$ cat src/rtl/uart_rx_flow_ctrl.sv
// uart_rx_flow_ctrl
// Receive-side flow-control buffer for the APB UART. Received characters
// (with their framing-error flag) are queued in a small show-ahead FIFO,
// and RTS (active low) is driven to the peer from the fill level with
// hysteresis. A character arriving while the FIFO is full is dropped and
// raises the sticky overrun flag.
//
// Ports:
//   clk, reset_n            - clock, synchronous active-low reset
//   rx_valid/rx_data/
//   rx_frame_err            - character from the UART receiver (1-cycle pulse)
//   rd_en                   - pop head entry (1-cycle pulse)
//   flow_en                 - 1 = hardware flow control, 0 = rts held at 0
//   clr_err                 - clear overrun_err
//   rd_data/rd_err          - head-of-FIFO entry (don't-care when empty)
//   rx_empty/rx_full        - registered FIFO status
//   rx_count                - fill level 0..DEPTH
//   rts                     - Request-To-Send to the peer, active low
//   overrun_err             - sticky: character dropped on full FIFO
module uart_rx_flow_ctrl #(
  parameter int DATA_W      = 8,
  parameter int DEPTH       = 16,
  parameter int RTS_OFF_LVL = 12,
  parameter int RTS_ON_LVL  = 4
) (
  input  logic                     clk,
  input  logic                     reset_n,
  input  logic                     rx_valid,
  input  logic [DATA_W-1:0]        rx_data,
  input  logic                     rx_frame_err,
  input  logic                     rd_en,
  input  logic                     flow_en,
  input  logic                     clr_err,
  output logic [DATA_W-1:0]        rd_data,
  output logic                     rd_err,
  output logic                     rx_empty,
  output logic                     rx_full,
  output logic [$clog2(DEPTH):0]   rx_count,
  output logic                     rts,
  output logic                     overrun_err
);

  localparam int AW = $clog2(DEPTH);
  localparam int CW = AW + 1;
  localparam logic [CW-1:0] DEPTH_C   = CW'(DEPTH);
  localparam logic [CW-1:0] OFF_LVL_C = CW'(RTS_OFF_LVL);
  localparam logic [CW-1:0] ON_LVL_C  = CW'(RTS_ON_LVL);

  typedef enum logic {
    RTS_ON  = 1'b0,
    RTS_OFF = 1'b1
  } rts_state_e;

  logic [DATA_W:0] mem_q [DEPTH];
  logic [AW-1:0]   wr_ptr_q, wr_ptr_d;
  logic [AW-1:0]   rd_ptr_q, rd_ptr_d;
  logic [CW-1:0]   count_q, count_d;
  logic            empty_q, empty_d;
  logic            full_q, full_d;
  logic            overrun_q, overrun_d;
  logic            rts_q, rts_d;
  rts_state_e      state_q, state_d;
  logic            do_wr_s, do_rd_s, ovr_set_s;
  logic [DATA_W:0] head_s;

  // Next-state logic: push/pop qualification, count, status, overrun and RTS.
  always_comb begin
    do_rd_s   = rd_en & ~empty_q;
    // A full FIFO still accepts a write when a pop frees a slot in the same cycle.
    do_wr_s   = rx_valid & (~full_q | do_rd_s);
    ovr_set_s = rx_valid & full_q & ~rd_en;

    if (do_wr_s) begin
      wr_ptr_d = wr_ptr_q + AW'(1);
    end else begin
      wr_ptr_d = wr_ptr_q;
    end

    if (do_rd_s) begin
      rd_ptr_d = rd_ptr_q + AW'(1);
    end else begin
      rd_ptr_d = rd_ptr_q;
    end

    case ({do_wr_s, do_rd_s})
      2'b10:   count_d = count_q + CW'(1);
      2'b01:   count_d = count_q - CW'(1);
      default: count_d = count_q;
    endcase

    empty_d = (count_d == {CW{1'b0}});
    full_d  = (count_d == DEPTH_C);

    // Set has priority over clear.
    if (ovr_set_s) begin
      overrun_d = 1'b1;
    end else if (clr_err) begin
      overrun_d = 1'b0;
    end else begin
      overrun_d = overrun_q;
    end

    // Hysteresis on the post-update count so rts moves on the crossing edge.
    if (count_d >= OFF_LVL_C) begin
      state_d = RTS_OFF;
    end else if (count_d <= ON_LVL_C) begin
      state_d = RTS_ON;
    end else begin
      state_d = state_q;
    end

    // The state keeps tracking fill level even while flow control is off.
    if (flow_en) begin
      rts_d = (state_d == RTS_OFF);
    end else begin
      rts_d = 1'b0;
    end
  end

  // Storage array; contents need no reset because the pointers define validity.
  always_ff @(posedge clk) begin
    if (do_wr_s) begin
      mem_q[wr_ptr_q] <= {rx_frame_err, rx_data};
    end
  end

  // Control registers with synchronous active-low reset (rts idles de-asserted).
  always_ff @(posedge clk) begin
    if (!reset_n) begin
      wr_ptr_q  <= {AW{1'b0}};
      rd_ptr_q  <= {AW{1'b0}};
      count_q   <= {CW{1'b0}};
      empty_q   <= 1'b1;
      full_q    <= 1'b0;
      overrun_q <= 1'b0;
      state_q   <= RTS_OFF;
      rts_q     <= 1'b1;
    end else begin
      wr_ptr_q  <= wr_ptr_d;
      rd_ptr_q  <= rd_ptr_d;
      count_q   <= count_d;
      empty_q   <= empty_d;
      full_q    <= full_d;
      overrun_q <= overrun_d;
      state_q   <= state_d;
      rts_q     <= rts_d;
    end
  end

  assign head_s      = mem_q[rd_ptr_q];
  assign rd_data     = head_s[DATA_W-1:0];
  assign rd_err      = head_s[DATA_W];
  assign rx_empty    = empty_q;
  assign rx_full     = full_q;
  assign rx_count    = count_q;
  assign rts         = rts_q;
  assign overrun_err = overrun_q;

endmodule
$ cat config.mk
export PLATFORM = sky130hd
export DESIGN_NAME = uart_rx_flow_ctrl
export DESIGN_NICKNAME = d
export VERILOG_FILES = /design/src/rtl/uart_rx_flow_ctrl.sv
export SDC_FILE = /design/constraint.sdc
export NUM_CORES = 1
export LEC_CHECK = 0
export CAP_MARGIN = 25
export CORE_UTILIZATION = 54
export DETAILED_ROUTE_END_ITERATION = 16
export GPL_TIMING_DRIVEN = 1
export HOLD_SLACK_MARGIN = 0.12
export PLACE_DENSITY = 0.76
export SLEW_MARGIN = 25
export SYNTH_ARGS = -nofsm -noshare
export SYNTH_HDL_FRONTEND = slang
export SYNTH_SLANG_ARGS = --single-unit
$ cat constraint.sdc
create_clock -name clk -period 2.8 [get_ports clk]
set_input_delay 0.42 -clock clk [delete_from_list [all_inputs] [get_ports clk]]
set_output_delay 0.42 -clock clk [all_outputs]
set_load 0.05 [all_outputs]
==> qor.csv <==
stage,metric,value,unit
run_status,status,"complete, no violations",
route,DR vias/cell,5.97,
pwr,Psw,1630,µW
critical_path,"slowest stage delay, CP",0.63,ns
route,total wire length,13300,µm
critical_path,class of the most critical setup path,reg -> out,
pwr,power density over cell area,804,nW/µm²
synth,warnings from Yosys,0,
route,initial DRC count,379,
floorplan,Core Footprint,12000,µm²
timing,Fmax,363,MHz
timing,"Setup violations, final",0,
critical_path,CP Data Required Time,2.38,ns
cts,Clock Path Buffers,2,
route,DRT Pass-1 Iters,5,
timing,Clock Skews,0.00805,ns
critical_path,largest fanout on the critical path,9,
floorplan,Die Span Y,113,µm
timing,Final Cycle Share,98.5,%
cts,total clock sinks,166,
global_route,Global Route Usage Sum,22.8,%
timing,setup_tns,0,ns
global_route,grt ovf,0,
cts,TritonCTS clock tree,done,
floorplan,row count,40,
route,wire per inst,23.7,µm
cells_and_area,Final #Nets,424,
critical_path,crit path DAT,2.34,ns
cells_and_area,area grow syn2layout,19.1,%
flow_run,Max Cap Viol,0,
synth,Synth cell types,42,
synth,top cell type by total area after synthesis,edfxtp_1,
global_route,largest net degree at the start of global routing,37,
timing,crit path time final,2.76,ns
placed_design,Post-DP HPWL,7700,µm
critical_path,worst-path cell chain,"buf_12, mux4_1, mux4_2, buf_4",
pwr,sw frac,25.6,%
synth,register area share after synthesis,71.6,%
global_route,first-pass GRT wire length,20300,µm
synth,Synth top area share,65.0,%
critical_path,crit path max-delay cell type,mux4_1,
critical_path,Crit. End Element,primary output,
floorplan,initial core utilization,55.4,%
floorplan,die footprint,12800,µm²
synth,"Net Count, Synth",360,
synth,cell area after synthesis,6660,µm²
critical_path,Startpoint Class,register,
pwr,combinational share of power,18.0,%
cells_and_area,post-route design area,7930,µm²
cts,clock root buffer,clkbuf_16,
cts,Setup Buffers After CTS,0,
cells_and_area,Final Non-Filler Cells,561,
pwr,Int Pwr,4740,µW
cts,Inserted Clock Buffers,17,
pwr,Peak VDD IR,0.000427,V
global_route,initial antenna violation count,0,
route,# DRC,0,
route,Via Count,3351,
timing,final hold viol count,0,
timing,Tightest Pin Transition,0.599,ns
placed_design,Cells after DPL,527,
route,Antenna Nets Post-Route,0,
cts,# H-tree levels,4,
synth,Mapped Cells,337,
cts,Clock transition at path regs,0.06,ns
cells_and_area,layout cells sized above 1,24.9,%
worst_hold_path,Hold WC Path Type,reg -> reg,
cells_and_area,Antenna diodes,0,
timing,max-slew violation count,0,
global_route,vias in the first global route,3355,
timing,slew margin rel.,59.9,%
pwr,Clk pwr share,37.1,%
synth,Seq cells post-synth,166,
pwr,Leak,0.00265,µW
placed_design,port bufs,32,
synth,Mean Syn Cell Area,19.7,µm²
placed_design,Placer Congestion,0.726,
timing,unrepaired setup endpoints after global routing,no,
synth,top post-synthesis cells by area,"edfxtp_1 65%, mux4_1 8.3%, mux4_2 8.1%",
floorplan,Die X,113,µm
pwr,Reg power frac,44.9,%
cts,Clock Latency Late Sink,0.42,ns
floorplan,IO Pins,33,
placed_design,DP Area,7250,µm²
[layer usage]
layer | up-vias | share of wire, % | wire [µm] | GRT usage [%]
met5 | - | 0 | 0 | 0
met4 | 0 | 1.1 | 141 | 7.19
met3 | 9 | 5.8 | 773 | 5.95
met2 | 111 | 50 | 6640 | 36.3
met1 | 1736 | 43 | 5710 | 31.1
li1 | 1495 | - | - | -
[layout by cell type (no fill, tap or decap), types with 5 or more instances in the layout]
master,Yosys,routed
ha_1,8,8
edfxtp_1,144,144
nor2_1,33,33
xor2_1,7,7
inv_1,5,5
mux4_1,21,18
mux4_2,24,27
clkbuf_16,0,17
a21oi_1,5,5
dfxtp_1,22,20
nand2_1,6,6
buf_4,3,35
clkdlybuf4s50_1,0,23
[final cells by class]
| type | instances | area (µm²) |
|---|---|---|
| repair buffers | 64 | 611 |
| well taps | 147 | 184 |
| clock inverters | 11 | 149 |
| multi-input cells | 146 | 1730 |
| fillers | 803 | 4090 |
| inverters | 6 | 22.5 |
| clock buffers | 21 | 460 |
| flip-flops and latches | 166 | 4770 |
[metrics by stage]
stage | utilization, % | total power, µW | setup WS [ns] | hold slack, ns
floorplan | - | 3670 | 0.0000515 | 0.482
global placement | 60.4 | 3940 | -0.0892 | 0.454
detailed placement | 60.4 | 3970 | -0.232 | 0.465
CTS | 66.0 | 6400 | -0.00496 | 0.474
global route | 66.0 | 6580 | 0.00315 | 0.486
finish | 66.0 | 6370 | 0.0434 | 0.474
[registers in the layout (all words and copies together), names as in the netlist, named ones only]
register and count:
mem_q 144, rx_count 5, rd_ptr_q 4, wr_ptr_q 4
overrun_err 1, rts 1, rx_empty 1, rx_full 1
state_q 1
[path summary, 6_finish.rpt]
check / slack [ns] / start / depth (start not counted) / end
worst max-delay path: 0.04 / register / 4 / rd_data[6]
worst min-delay path: 0.47 / overrun_err / 2 / overrun_err
worst max register to register: 0.36 / rx_empty / 12 / rts
worst min register to register: 0.47 / overrun_err / 2 / overrun_err
[cells by family after synthesis]
family / count (synthesis) / share of synthesized area (%)
and+or+nand+nor: 59 / 4.08
DFF: 166 / 71.6
adders and majority gates: 8 / 1.50
buffers and inverters: 25 / 2.41
AOI/OAI and AO/OA: 20 / 2.11
xor gates and xnor gates: 11 / 1.45
muxes: 48 / 16.9
[critical path, delay by kind of cell (launching register included)]
kind | cells | cell delay [ns]
buf+inv | 2 | 0.37
flops | 1 | 0.43
mux | 2 | 1.12
[power by group through the flow]
stage	registers, µW	logic, µW	clock network [µW]
finish	2860	1150	2370
floorplan	2960	705	0
global placement	2890	1050	0
CTS	2860	1140	2400
detailed placement	2900	1070	0
global route	2870	1210	2500
[timing repair]
action | in CTS | in global routing
resized for setup | 6 | 4
setup endpoints to repair | 7 | 3
hold endpoints to repair | 0 | 0
hold buffers | 0 | 0
gates cloned | 2 | 0
[cell usage after synthesis, drive strengths merged]
cell	instances
clkinv	1
a21o	1
a2111oi	1
buf	15
and4b	1
nand3	2
a22oi	1
o2111a	1
nor3	4
nand2	6
a31o	1
a21oi	5
o21ai	3
clkbuf	4
xnor2	4
a41oi	1
o211ai	1
nor4b	1
edfxtp	144
mux2i	3
dfxtp	22
o21a	1
nand4	3
nand2b	3
o22ai	1
o31a	1
xor2	7
nor2	33
nand3b	1
mux4	45
ha	8
nor2b	4
a211oi	1
and2	1
inv	5
a211o	1
Power figures use the tool's default switching activity.
